### src/rtl/tx_fifo_feeder.sv
// Byte FIFO that feeds a UART transmitter one frame at a time: pop the head
// byte, pulse o_tx_start for one cycle, then hold until the done tick.
module tx_fifo_feeder #(
  parameter int NB_DATA = 8,
  parameter int ADDR_W  = 2
) (
  input  logic               i_clk,
  input  logic               i_reset,
  input  logic               i_wr,
  input  logic [NB_DATA-1:0] i_wr_data,
  input  logic               i_tx_done_tick,
  output logic               o_tx_start,
  output logic [NB_DATA-1:0] o_tx_data,
  output logic               o_full,
  output logic               o_empty,
  output logic               o_overflow,
  output logic               o_busy
);

  // state    | meaning
  // ST_IDLE  | no frame in flight; pop head byte when FIFO is non-empty
  // ST_START | byte latched on o_tx_data, o_tx_start pulsed this cycle
  // ST_WAIT  | frame in flight, waiting for i_tx_done_tick
  typedef enum logic [1:0] {
    ST_IDLE  = 2'd0,
    ST_START = 2'd1,
    ST_WAIT  = 2'd2
  } state_t;

  localparam int              DEPTH    = 2**ADDR_W;
  localparam logic [ADDR_W:0] FULL_CNT = (ADDR_W+1)'(DEPTH);
  localparam logic [ADDR_W:0] CNT_ONE  = (ADDR_W+1)'(1);
  localparam logic [ADDR_W-1:0] PTR_ONE = ADDR_W'(1);

  logic [NB_DATA-1:0] r_mem [DEPTH];
  logic [ADDR_W-1:0]  r_wr_ptr;
  logic [ADDR_W-1:0]  r_rd_ptr;
  logic [ADDR_W:0]    r_count;
  logic [NB_DATA-1:0] r_tx_data;
  state_t             r_state;
  state_t             w_state_next;
  logic               w_wr_accept;
  logic               w_pop;

  assign o_full     = (r_count == FULL_CNT);
  assign o_empty    = (r_count == '0);
  assign o_tx_data  = r_tx_data;
  // A full FIFO drops the write even when a pop frees a slot this cycle.
  assign w_wr_accept = i_wr & ~o_full & ~i_reset;
  assign o_overflow  = i_wr & o_full & ~i_reset;

  always_ff @(posedge i_clk) begin
    if (w_wr_accept) begin
      r_mem[r_wr_ptr] <= i_wr_data;
    end
  end

  always_ff @(posedge i_clk or posedge i_reset) begin
    if (i_reset) begin
      r_wr_ptr  <= '0;
      r_rd_ptr  <= '0;
      r_count   <= '0;
      r_tx_data <= '0;
    end else begin
      if (w_wr_accept) begin
        r_wr_ptr <= r_wr_ptr + PTR_ONE;
      end
      if (w_pop) begin
        r_rd_ptr  <= r_rd_ptr + PTR_ONE;
        r_tx_data <= r_mem[r_rd_ptr];
      end
      case ({w_wr_accept, w_pop})
        2'b10:   r_count <= r_count + CNT_ONE;
        2'b01:   r_count <= r_count - CNT_ONE;
        default: r_count <= r_count;
      endcase
    end
  end

  always_ff @(posedge i_clk or posedge i_reset) begin
    if (i_reset) begin
      r_state <= ST_IDLE;
    end else begin
      r_state <= w_state_next;
    end
  end

  always_comb begin
    w_state_next = r_state;
    case (r_state)
      ST_IDLE:  if (!o_empty) w_state_next = ST_START;
      ST_START: w_state_next = ST_WAIT;
      ST_WAIT:  if (i_tx_done_tick) w_state_next = ST_IDLE;
      default:  w_state_next = ST_IDLE;
    endcase
  end

  always_comb begin
    o_tx_start = 1'b0;
    o_busy     = 1'b1;
    w_pop      = 1'b0;
    case (r_state)
      ST_IDLE: begin
        o_busy = 1'b0;
        w_pop  = ~o_empty;
      end
      ST_START: o_tx_start = 1'b1;
      default:  ;
    endcase
  end

endmodule

### config.mk
export PLATFORM = sky130hd
export DESIGN_NAME = tx_fifo_feeder
export DESIGN_NICKNAME = d
export VERILOG_FILES = /design/src/rtl/tx_fifo_feeder.sv
export SDC_FILE = /design/constraint.sdc
export NUM_CORES = 1
export LEC_CHECK = 0
export CAP_MARGIN = 20
export CORE_ASPECT_RATIO = 1.75
export CORE_MARGIN = 3
export CORE_UTILIZATION = 55
export CTS_CLUSTER_DIAMETER = 40
export DETAILED_ROUTE_END_ITERATION = 7
export PLACE_DENSITY_LB_ADDON = 0.1
export SETUP_SLACK_MARGIN = 0.3
export SYNTH_ARGS = -nofsm -noshare
export SYNTH_HDL_FRONTEND = slang
export SYNTH_SLANG_ARGS = --single-unit
### constraint.sdc
create_clock -name i_clk -period 3.3 [get_ports i_clk]
set_input_delay 0.66 -clock i_clk [delete_from_list [all_inputs] [get_ports i_clk]]
set_output_delay 0.66 -clock i_clk [all_outputs]
set_load 0.01 [all_outputs]
### After elaboration in Yosys (flattened, before gate mapping)

Memory sizes are Yosys's and may differ from the RTL's. A register that Yosys moved wholly into a read port is not among the register bits.
Cells that the tools add are included.

* add/sub/neg operators: 4
* equality and inequality tests: 7
* mux-type cells: 9
* bitwise operators: 7
* reduce and logical (&&, ||, !) cells: 4

Operators with widths (number)
* one-hot mux 2 bit (3 select lines): 1
* one-hot mux 3 bit (2 select lines): 1
* two-way mux 1 bit: 5
* adder 2 x 1 -> 2 bit (second input constant): 2
* AND 1 bit: 4
* == test 2 x 1 -> 1 bit (second input constant): 2
* == test 2 bit (second input constant): 2
* two-way mux 2 bit: 2
* inequality test 2 bit (second input constant): 2
* adder 3 x 1 -> 3 bit (second input constant): 1
* == test 3 bit (second input constant): 1
* zero test 3 bit: 1
* inverter 1 bit: 3
* subtractor 3 x 1 -> 3 bit (second input constant): 1
* zero test 2 bit: 1
* AND reduction 2 bit: 1
* nonzero test 2 bit: 1

* bits in registers: 9
* RAM bits: 32
* input port bits: 12
* output and inout bits: 13
* word-level logic and storage cells: 36
* memories kept: 1

Memories
* r_mem: depth 4, bits a word 8, read ports 1, clocked after memory_dff 1, wr ports 1, line 35 `logic [NB_DATA-1:0] r_mem [DEPTH];`

### Longest topological paths before layout

* word-level depth: 6
* gate-level depth with buffers: 9
* gate-level depth less buffers: 9

### Worst setup path after synthesis

No wires, ideal clock.

* kind: flip-flop to flip-flop
* start: register r_count[0]
* end: register r_count[2]
* setup time: 0.079 ns
* data arrival time: 2.069 ns
* required time: 3.221 ns
* slack: 1.152 ns
* stages on the path, launching flop included: 10
* path buffers: 0
* period minus slack after synthesis: 2.148 ns
* cells stage by stage: dfrtp_1 -> nor3b_1 -> nor3b_2 -> inv_1 -> ha_1 -> inv_1 -> fa_1 -> xor2_1 -> nor2_1 -> xor2_1

* longest elaborated chain between the ends: 6
* elaborated cells on any way between the ends: 13
* those cells by class: add/sub (2); eq/ne (3); mux (2); bitwise (4); reduce/logical (2)

RTL lines
* start: declaration: line 38 `logic [ADDR_W:0] r_count;`
* start signal: assignment: line 73 `2'b10: r_count <= r_count + CNT_ONE;`
* start signal: assignment: line 74 `2'b01: r_count <= r_count - CNT_ONE;`
* start signal: assignment: line 75 `default: r_count <= r_count;`
* == test 3 bit (*): line 45 `assign o_full = (r_count == FULL_CNT);`
* named net o_full: line 14 `output logic o_full,`
* inverter 1 bit (*): line 49 `assign w_wr_accept = i_wr & ~o_full & ~i_reset;`
* AND 1 bit (*) (2 in a row): line 49
* == test 2 x 1 -> 1 bit / == test 2 bit (equally long branches): line 72 `case ({w_wr_accept, w_pop})`
* one-hot mux 3 bit (2 select lines) / nonzero test 2 bit (equally long branches)

The timed path passes the listed nets; every way through them passes the cells marked *.
A chain may end at the register's enable or synchronous reset.

### Worst setup path after layout

* start: register r_count[0]
* end: output o_overflow

* longest elaborated chain between the ends: 3

RTL lines
* == test 3 bit: line 45
* AND 1 bit (2 in a row): line 50 `assign o_overflow = i_wr & o_full & ~i_reset;`
* end: declaration: line 16 `output logic o_overflow,`

No other way between the ends.

==> flow_summary.toml <==
[run_status]
outcome = "finished, final reports clean"

[timing]
hold_viol = 0
whs_ns = 0.4901
period_minus_slack_ns = 2.555
skew_ns = 0.004138
relSlewSlack_pct = 64.53
setup_tns_ns = 0
finalCritPeriodShare_pct = 77.42
tightest_slew_ns = 0.5303
grt_setup_unrepaired = "no"
max_freq_ghz = 0.3914
slew_viol_final = 0
finalSetupViolCount = 0

[worst_setup_path]
end_kind = "primary output"
crit_fanout = 4
crit_family = "simple AND/OR/NAND/NOR gates"
cp-start-kind = "register"
critical_path_class = "reg2out"
critPathArrivalTime_ns = 1.89
cp_slowest_stage_delay_ns = 0.53
critical_path_required_ns = 2.64
path_buf_inv = 1
crit_chain = "nor3b_1, and3_1, clkdlybuf4s50_1"
crit_slowest_cell = "clkdlybuf4s50_1"

[power]
pwr_density_cell_nw_per_um2 = 865.1
leakagePower_nw = 0.9127
vdd_drop_max_uv = 536.6

[synthesis]
ys_warn_count = 0
synth_seq_cells = 49
synth_cell_types = 25
synth_area_per_cell_um2 = 18.96
netlist_instances = 106
ys.flop_type = "edfxtp_1"
synth_nets = 124
synth_edf_count = 32
async_flop_share_pct = 34.69
yosysSeqAreaShare_pct = 68.99
synthesis.area_um2 = 2009

[cts]
post_cts_resized = 0
clkLatencyLatePin_ns = 0.29
hold_buffers = 0
post_cts_buffers = 0
htreeDepth = 2
clockRootBuffer = "clkbuf_8"
clockBufferDepth = 2
clk_pin_slew_ns = 0.08
numClockSinks = 49
cts_tree = "built"
cts_buffers = 5

[detailed_routing]
wl_um = 3066
wl_per_cell_um = 16.85
drtIter0Drc = 18
dr.pass1.iters = 3
post-route-drc-count = 0
via_count = 961
vias_per_cell = 5.280
postRouteAntennaNets = 0

[cells_and_area]
final_cell_mix = "edfxtp_1 (32), clkdlybuf4s50_1 (24), dfrtp_1 (17)"
layout_commonest_cell = "edfxtp_1"
fin_nets = 154
antennaDiodeCount = 0
fill_cells = 278
area_delta_synth_final_pct = 19.36
fin_util_pct = 69.86
layout-drive-gt1-share_pct = 16.06

[global_routing]
antenna_found_initial = 0
grt_pass1_wl_um = 5112
grt_pass1_vias = 1036
grtUsageTotal_pct = 16.32
grt_max_degree = 18
overflow = 0

[placed_design]
port_buffers = 24
detailed_place_hpwl_um = 2180
place_congestion = 0.6432

[die]
die_w_um = 51.69
io_pins = 25
dieArea_um2 = 4443
core_um2 = 3433
die_h_um = 85.96
row_count = 28
initial_core_util_pct = 58.53

[worst_hold_path]
hp-class = "reg2reg"

[job]
cap_viol_max_count = 0
cells in the mapped netlist, types with 2 or more instances:
master / count / share of area, %
mux2_2: 9 / 5.0
xnor2_1: 3 / 1.3
xor2_1: 3 / 1.3
edfxtp_1: 32 / 48
mux4_1: 7 / 9.2
dfrtp_1: 17 / 21
inv_1: 8 / 1.5
ha_1: 5 / 3.1
and2_1: 4 / 1.2
nor2_1: 2 / 0.37
nor3b_1: 2 / 0.75
layer usage:
layer | part of all wire (%) | GRT usage [%] | up-vias | wire [um]
met2 | 57 | 29.12 | 20 | 1761
met1 | 37 | 17.75 | 478 | 1121
li1 | - | - | 455 | -
met5 | 0 | 0 | - | 0
met3 | 3.8 | 3.478 | 8 | 116
met4 | 2.2 | 7.876 | 0 | 66
kinds of logic (layout without fill, tap and decap cells):
group	Yosys count	count (layout)	synth area share (%)
XOR/XNOR	6	6	2.616
AND/OR/NAND/NOR	16	16	5.542
adder cells (fa/ha/maj)	6	6	4.110
buffers and inverters	11	42	2.926
flip-flops	49	49	68.99
multiplexers	18	18	15.82
registers in the layout (all words and copies together), names as in the netlist:
name / count
o_tx_data: 8
r_count: 3
r_mem: 32
r_rd_ptr: 2
r_state: 2
r_wr_ptr: 2
power by group:
group,internal (mW),switching [mW]
clock,0.223,0.187
combinational,0.429,0.289
sequential,0.816,0.132
worst register-to-register path, cell delays in order (launching register included):
cell,delay [ns]
dfrtp_1,0.41
or3_1,0.19
inv_2,0.07
nor3_4,0.42
ha_1,0.28
inv_1,0.06
fa_1,0.37
xor2_1,0.15
nor2_1,0.11
xor2_1,0.15
final cells by class:
| class | count | area (um^2) | share of cell area, % |
|---|---|---|---|
| Multi-Input combinational cell | 46 | 564.3 | 23.53 |
| Tap cell | 45 | 56.30 | 2.347 |
| Timing Repair Buffer | 25 | 247.7 | 10.33 |
| Inverter | 9 | 33.78 | 1.408 |
| Sequential cell | 49 | 1386 | 57.80 |
| Clock buffer | 5 | 68.82 | 2.869 |
| Clock inverter | 3 | 41.29 | 1.721 |
final timing paths:
kind | cells after the start | slack, ns | to | startpoint
min in group asynchronous | 3 | 0.74 | r_rd_ptr[0] | i_reset
min reg2reg | 1 | 0.49 | r_count[2] | r_count[2]
max | 3 | 0.75 | o_overflow | r_count[0]
min | 1 | 0.49 | r_count[2] | r_count[2]
max in group asynchronous | 3 | 2.38 | r_count[0] | i_reset
max reg2reg | 9 | 1.01 | r_count[2] | r_count[0]
stage by stage:
stage          instance area (um^2)  worst slack [ns]  total power, mW  instances
2_1_floorplan                  2009             1.152            1.441        106
3_3_place_gp                   2288            0.8007            1.659        174
3_5_place_dp                   2288            0.7488            1.699        174
4_1_cts                        2399            0.7157            2.113        182
5_1_grt                        2399            0.6437            2.219        182
6_report                       2399            0.7451            2.075        182
(Power assumes the default switching activity.)
